===== src/rtl/black_level_clamp.sv =====
// Black-level clamp: tracks the blanking level on each line's back porch and
// outputs every captured sample re-centred on a filtered black estimate.
//
// state   | meaning
// --------+------------------------------------------------------------
// SEEK    | waiting for the first sample below the sync threshold
// SYNC    | counting consecutive sync-tip samples to qualify a pulse
// PORCH   | skipping breezeway and burst after the sync ends
// MEASURE | accumulating the back-porch window
// UPDATE  | single clock applying the IIR step to black_level
module black_level_clamp #(
  parameter int ADC_WIDTH     = 12,
  parameter int DEFAULT_BLACK = 2500,
  parameter int SYNC_THRESH   = 1800,
  parameter int SYNC_MIN      = 32,
  parameter int PORCH_DELAY   = 128,
  parameter int LOG2_N        = 4,
  parameter int ALPHA_SHIFT   = 2,
  parameter int LINE_TIMEOUT  = 4096
) (
  input  logic                        clk,
  input  logic                        rst_n,
  input  logic                        sample_valid,
  input  logic [ADC_WIDTH-1:0]        adc_data,
  output logic signed [ADC_WIDTH:0]   pixel_out,
  output logic                        pixel_valid,
  output logic [ADC_WIDTH-1:0]        black_level,
  output logic                        clamp_locked,
  output logic                        update_pulse
);

  typedef enum logic [2:0] {SEEK, SYNC, PORCH, MEASURE, UPDATE} state_t;

  localparam int ACC_W = ADC_WIDTH + LOG2_N;
  localparam int LOW_W = $clog2(SYNC_MIN + 1);
  localparam int DLY_W = $clog2(PORCH_DELAY + 1);
  localparam int M_W   = LOG2_N + 1;
  localparam int TO_W  = $clog2(LINE_TIMEOUT + 1);

  localparam logic [LOW_W-1:0]     LOW_MAX  = LOW_W'(SYNC_MIN);
  localparam logic [DLY_W-1:0]     DLY_LAST = DLY_W'(PORCH_DELAY - 1);
  localparam logic [M_W-1:0]       M_LAST   = M_W'((1 << LOG2_N) - 1);
  localparam logic [TO_W-1:0]      TO_MAX   = TO_W'(LINE_TIMEOUT);
  localparam logic [TO_W-1:0]      TO_LAST  = TO_W'(LINE_TIMEOUT - 1);
  localparam logic [ADC_WIDTH-1:0] THRESH_C = ADC_WIDTH'(SYNC_THRESH);
  localparam logic [ADC_WIDTH-1:0] DEF_C    = ADC_WIDTH'(DEFAULT_BLACK);

  state_t                  state;
  logic [LOW_W-1:0]        low_cnt;
  logic [DLY_W-1:0]        dly_cnt;
  logic [M_W-1:0]          m_cnt;
  logic [TO_W-1:0]         timeout_cnt;
  logic [ACC_W-1:0]        acc;

  logic                    is_low;
  logic [ADC_WIDTH-1:0]    avg;
  logic signed [ADC_WIDTH:0] diff;
  logic signed [ADC_WIDTH:0] step;
  logic [ADC_WIDTH-1:0]    bl_next;

  // Sync slicing and the IIR step; the result always lands between the old
  // estimate and the window average, so plain truncation back to ADC_WIDTH is safe.
  always_comb begin
    is_low  = adc_data < THRESH_C;
    avg     = ADC_WIDTH'(acc >> LOG2_N);
    diff    = $signed({1'b0, avg}) - $signed({1'b0, black_level});
    step    = diff >>> ALPHA_SHIFT;
    bl_next = ADC_WIDTH'($signed({1'b0, black_level}) + step);
  end

  // Pixel path: re-centre each valid sample on the estimate held this cycle.
  always_ff @(posedge clk) begin
    if (!rst_n) begin
      pixel_out   <= '0;
      pixel_valid <= 1'b0;
    end else begin
      pixel_valid <= sample_valid;
      if (sample_valid)
        pixel_out <= $signed({1'b0, adc_data}) - $signed({1'b0, black_level});
    end
  end

  // Line FSM, window accumulation, IIR update and loss-of-sync timeout.
  always_ff @(posedge clk) begin
    if (!rst_n) begin
      state        <= SEEK;
      low_cnt      <= '0;
      dly_cnt      <= '0;
      m_cnt        <= '0;
      timeout_cnt  <= '0;
      acc          <= '0;
      black_level  <= DEF_C;
      clamp_locked <= 1'b0;
      update_pulse <= 1'b0;
    end else begin
      update_pulse <= 1'b0;

      // Timeout is evaluated first so sync qualification and UPDATE can override it.
      if (state != UPDATE && sample_valid && timeout_cnt != TO_MAX) begin
        timeout_cnt <= timeout_cnt + TO_W'(1);
        if (timeout_cnt == TO_LAST) begin
          clamp_locked <= 1'b0;
          black_level  <= DEF_C;
        end
      end

      case (state)
        SEEK: begin
          if (sample_valid && is_low) begin
            low_cnt <= LOW_W'(1);
            state   <= SYNC;
          end
        end
        SYNC: begin
          if (sample_valid) begin
            if (is_low) begin
              if (low_cnt != LOW_MAX)
                low_cnt <= low_cnt + LOW_W'(1);
            end else if (low_cnt >= LOW_MAX) begin
              dly_cnt     <= '0;
              timeout_cnt <= '0;
              state       <= PORCH;
            end else begin
              state <= SEEK;
            end
          end
        end
        PORCH: begin
          if (sample_valid) begin
            if (is_low) begin
              low_cnt <= LOW_W'(1);
              state   <= SYNC;
            end else begin
              dly_cnt <= dly_cnt + DLY_W'(1);
              if (dly_cnt == DLY_LAST) begin
                acc   <= '0;
                m_cnt <= '0;
                state <= MEASURE;
              end
            end
          end
        end
        MEASURE: begin
          if (sample_valid) begin
            if (is_low) begin
              low_cnt <= LOW_W'(1);
              acc     <= '0;
              state   <= SYNC;
            end else begin
              acc   <= acc + ACC_W'(adc_data);
              m_cnt <= m_cnt + M_W'(1);
              if (m_cnt == M_LAST) begin
                update_pulse <= 1'b1;
                state        <= UPDATE;
              end
            end
          end
        end
        UPDATE: begin
          black_level  <= bl_next;
          clamp_locked <= 1'b1;
          timeout_cnt  <= '0;
          state        <= SEEK;
        end
        default: state <= SEEK;
      endcase
    end
  end

endmodule


===== config.mk =====
export PLATFORM = sky130hd
export DESIGN_NAME = black_level_clamp
export DESIGN_NICKNAME = d
export VERILOG_FILES = /design/src/rtl/black_level_clamp.sv
export SDC_FILE = /design/constraint.sdc
export NUM_CORES = 1
export LEC_CHECK = 0
export CORE_MARGIN = 2
export CORE_UTILIZATION = 59
export DETAILED_ROUTE_END_ITERATION = 12
export PLACE_DENSITY = 0.87
export RECOVER_POWER = 50
export SYNTH_ARGS = -nofsm -noshare
export SYNTH_HDL_FRONTEND = slang
export SYNTH_SLANG_ARGS = --single-unit

===== constraint.sdc =====
create_clock -name clk -period 4.18 [get_ports clk]
set_input_delay 0.418 -clock clk [delete_from_list [all_inputs] [get_ports clk]]
set_output_delay 0.418 -clock clk [all_outputs]
set_load 0.02 [all_outputs]

### Yosys cells after proc, flatten, opt, wreduce, memory -nomap -nowiden

Index checks and enable logic that the tools add are counted.
Widths: inputs -> output; s select.

* add/sub/neg operators: 8
* order comparisons: 2
* eq/ne operators: 25
* muxes and demuxes: 48
* bitwise logic cells: 3
* reduce and logical (&&, ||, !) cells: 17

Operators with widths (number)
* $mux 16: 5
* $mux 13: 4
* $mux 8: 5
* $mux 12: 3
* $mux 6: 6
* $pmux 16 s2: 1
* $mux 3: 9
* $pmux 13 s2: 1
* $sub 12x12->13: 2
* $mux 5: 5
* $ne 2x2->1 const B: 11
* $pmux 6 s3: 1
* $add 16x12->16: 1
* $pmux 8 s2: 1
* $reduce_and 7->1: 2
* $add 13x1->13 const B: 1
* $eq 13x12->1 const B: 1
* $ne 13x13->1 const B: 1
* $add 12x11->12: 1
* $lt 12x11->1 const B: 1
* $pmux 3 s4: 1
* $reduce_and 6->1: 2
* $pmux 5 s2: 1
* $ne 3x3->1 const B: 3
* 22 further kinds: 34

* register bits: 79
* input port bits: 15
* word-level logic and storage cells: 114

### Logic depth before layout (Yosys ltp)

Gate-level depths: netlist (run 1).

* word-level depth: 8
* gate-level depth with buffers: 16
* mapped depth without buffers: 16

### Worst setup path after synthesis (run 1)

OpenSTA, ideal clock, no wires.

* path type: flip-flop to flip-flop
* start point: reg black_level[2]
* end point: reg black_level[11]
* library setup time: 0.072 ns
* data arrival time: 3.330 ns
* path slack: 0.778 ns
* cell stages (with the launch flop): 17
* path buffers: 0
* period minus slack after synthesis: 3.402 ns
* path through: dfxtp_1 > inv_1 > ha_1 > a21o_1 > a31o_2 > and2_1 > o21a_1 > nor2_1 > xnor2_1 > ha_1 > o21ai_0 > o21ai_0 > nand3_1 > o211a_1 > or3_1 > mux2i_1 > mux2i_1

* word-level cells in the longest chain between the ends: 3

RTL lines
* start, declared: RTL line 27 `output logic [ADC_WIDTH-1:0] black_level,`
* start signal, assigned: RTL line 160 `black_level <= bl_next;`
* $sub 12x12->13: RTL line 66 `diff = $signed({1'b0, avg}) - $signed({1'b0, black_level});`
* $add 12x11->12 (*): RTL line 68 `bl_next = ADC_WIDTH'($signed({1'b0, black_level}) + step);`
* $mux 12 (*): RTL line 107 `case (state)`

Mark *: on every way between the ends. The rest lies on a longest branch, timed or not.
A chain may end at the register's enable or synchronous reset.

==> results of run 1 <==
[worst max-delay path, cell delays in order]
cell and delay (ps):
dlygate4sd3_1 530, clkbuf_1 970, inv_1 690, clkbuf_1 600
or3_1 500, mux2i_1 160, a311o_1 130
[placed cells by master, fill, tap and decap left out, drive strengths merged, types with 3 or more instances in the layout]
master	netlist	final
nor3	25	25
nand3	24	24
o21a	9	9
o21ai	32	32
nor2	80	80
and2	3	3
a211oi	4	4
o21bai	4	4
or3	5	5
nand2b	15	15
a311o	3	3
nor2b	8	8
a32o	3	3
a22oi	8	8
mux2i	7	7
inv	32	35
nand4b	3	3
a31oi	6	6
xor2	23	23
ha	53	53
a21o	16	16
a311oi	3	3
and3	11	11
xnor2	25	25
dfxtp	79	79
clkdlybuf4s50	0	12
nand3b	3	3
a21boi	4	4
fa	3	3
nor4	6	6
a21oi	42	42
clkbuf	12	13
nand4	10	10
nand2	33	33
clkinv	1	3
dlygate4sd3	0	30
[per-stage QoR]
stage	hold slack, ps	std cells	util, %
6_report	474	784	68.6
5_1_grt	495	784	68.6
4_1_cts	481	784	68.9
3_5_place_dp	470	768	66.3
3_3_place_gp	453	768	66.3
2_1_floorplan	450	632	-
[final cells by class]
cell class | count | area (um^2)
clock buffer | 9 | 124
clock inverter | 7 | 103
fill | 693 | 2710
inverter | 33 | 124
multi-input combinational | 501 | 3420
sequential | 79 | 1580
tap | 108 | 135
timing repair buffer | 47 | 443
[sequential cells by signal (all words and copies together) (netlist names)]
name	count
low_cnt	6
timeout_cnt	13
state	3
black_level	12
pixel_out	13
dly_cnt	8
m_cnt	5
pixel_valid	1
update_pulse	1
clamp_locked	1
acc	16
[cells by family after synthesis]
family	count (synthesis)	share of synthesized area [%]
AO/OA/AOI/OAI	154	20.1
flip-flops	79	30.3
multiplexers	7	1.34
buffers and inverters	52	3.91
AND/OR/NAND/NOR	236	22.3
adder cells (fa/ha/maj)	56	13.9
XOR/XNOR	48	8.07
[how the worst max path moves through the flow]
stage,from,end,slack [ps]
floorplan,black_level[2],black_level[11],780
global placement,black_level[2],black_level[11],760
detailed placement,black_level[1],black_level[11],610
CTS,black_level[1],black_level[11],540
global route,black_level[1],black_level[11],210
finish,rst_n,pixel_out[11],470
[layer usage]
layer	up-vias	track usage (%)
met5	-	0
li1	2362	-
met1	2253	35.0
met2	149	45.7
met4	0	10.4
met3	23	3.94
[report_power, final]
part	leakage, nW	switching [mW]	total [mW]	internal (mW)
Clock	0.116	0.318	0.663	0.345
Sequential	0.640	0.0155	0.784	0.769
Combinational	1.78	0.118	0.196	0.0784
Total	2.53	0.452	1.64	1.19
[synthesized netlist by cell type, drive strengths merged, types with 9 or more instances]
master	number
a21o	16
a21oi	42
o21a	9
nand4	10
nand2b	15
xor2	23
dfxtp	79
o21ai	32
nand3	24
and3	11
xnor2	25
inv	32
nor2	80
nand2	33
nor3	25
ha	53
clkbuf	12
==> flow_summary_export.csv, run 1 <==
group,metric,value,unit
timing,finClkSkew,11.1,ps
worst_setup_path,required,4490,ps
synthesis,yosys.area.top_type_share,30.3,%
clock_tree,cts-root-buf,"clkbuf_8",
place,routabilityCongestion,0.886,
timing,fin_ws,466,ps
global_routing,grt_max_degree,28,
timing,period_share,88.8,%
timing,slew_viol_final,0,
floorplanning,die-area,0.00960,mm^2
clock_tree,ctsResizeCount,0,
clock_tree,clk_path_buf_depth,2,
global_routing,antenna_found_initial,0,
synthesis,syn_area_per_cell,8.25,um^2
cells_and_area,nNetsFinal,742,
clock_tree,cts.sinks,79,
worst_setup_path,reg2reg_slack,510,ps
route,drt-total-wl,12.7,mm
place,detailed_place.area,0.00573,mm^2
route,post-route-drc-count,0,
timing,finalHoldViolations,0,
worst_setup_path,worstRegToRegCells,16,
synthesis,async_flop_share,0,%
floorplanning,die_height,98.0,um
worst_setup_path,critical_path_class,"in2reg",
synthesis,synth-seq-cells,79,
synthesis,yosysWarnings,0,
pwr,leakage,2.53,nW
synthesis,syn_inst,632,
clock_tree,insertion_delay,370,ps
worst_setup_path,worstPathMaxFanout,27,
timing,max_freq,269,MHz
timing,rsz0062_at_grt,"no",
pwr,powerDensity,277,mW/mm^2
timing,setup_viol,0,
synthesis,netlist_area,0.00521,mm^2
route,wl_per_cell,16.2,um
synthesis,synth_edf_count,0,
floorplanning,die_w,98.0,um
cells_and_area,fin_area,0.00593,mm^2
status,outcome,"completed",
hold_path,hold_depth,2,
global_routing,track_usage,27.0,%
clock_tree,cts_tree,"built",
pwr,ir_drop,0.139,mV
synthesis,synth_flop_cell,"dfxtp_1",
cells_and_area,syn2layout_area_growth,13.7,%
pwr,p_total,1.64,mW
route,vias,4787,
clock_tree,htreeDepth,3,
synthesis,synth_top_area_cell,"dfxtp_1",
synthesis,synth_area_leaders,"dfxtp_1 (30%), ha_1 (13%), nor2_1 (5.8%)",
route,met3WireLength,722,um
worst_setup_path,worst_ep_arrival_time,4030,ps
hold_path,hold_start,"pixel_out[4]",
floorplanning,row_count,34,
place,dpl.hpwl,9.36,mm
floorplanning,start_util,60.4,%
cells_and_area,drive_gt1_share,3.85,%
timing,setup_tns,0,ps
route,dr.max_layer_used,"met4",
route,wl_met1,5.64,mm
global_routing,grt_pass1_vias,4662,
route,antenna_left,0,
synthesis,syn_nets,703,
cells_and_area,antenna_cells,0,
worst_setup_path,end_kind,"register",
synthesis,ys_seq_area_share,30.3,%
global_routing,grt_pass1_wl,21.5,mm
route,met2_length,6.09,mm
place,portBuffers,42,
synthesis,synth.distinct_cells,64,
clock_tree,hold_buffers,0,
floorplanning,fp.coreArea,0.00864,mm^2
clock_tree,cts_setup_buffers,0,
worst_setup_path,worstReg2RegEnd,"black_level[11]",
timing,worstMarginPinSlew,1340,ps
route,drt_iter0_markers,192,
place,place_worst_setup_slack,609,ps
hold_path,hp-class,"reg2reg",
global_routing,grt_overflow,0,
timing,relSlewSlack,10.8,%
worst_setup_path,startpoint_type,"input pin",
floorplanning,io_pins,43,
route,post_drt_via_cell_ratio,6.11,
hold_path,whs_endpoint,"pixel_out[4]",
clock_tree,clk_pin_slew,90,ps
worst_setup_path,r2r-start,"black_level[1]",
clock_tree,cts_buffers,9,
flow_run,maxCapViolations,0,
timing,min_period,3710,ps
route,firstDrtPassIters,5,
Note: power is estimated with default switching activity, not from simulation.
==> inputs of run 2 (changes only) <==
--- a/config.mk
+++ b/config.mk
@@ -5,6 +5,7 @@
 export SDC_FILE = /design/constraint.sdc
 export NUM_CORES = 1
 export LEC_CHECK = 0
+export CAP_MARGIN = 20
 export CORE_MARGIN = 2
 export CORE_UTILIZATION = 59
 export DETAILED_ROUTE_END_ITERATION = 12
==> results of run 2 <==
The final DEF is identical to that of run 1; final timing and power are the same.
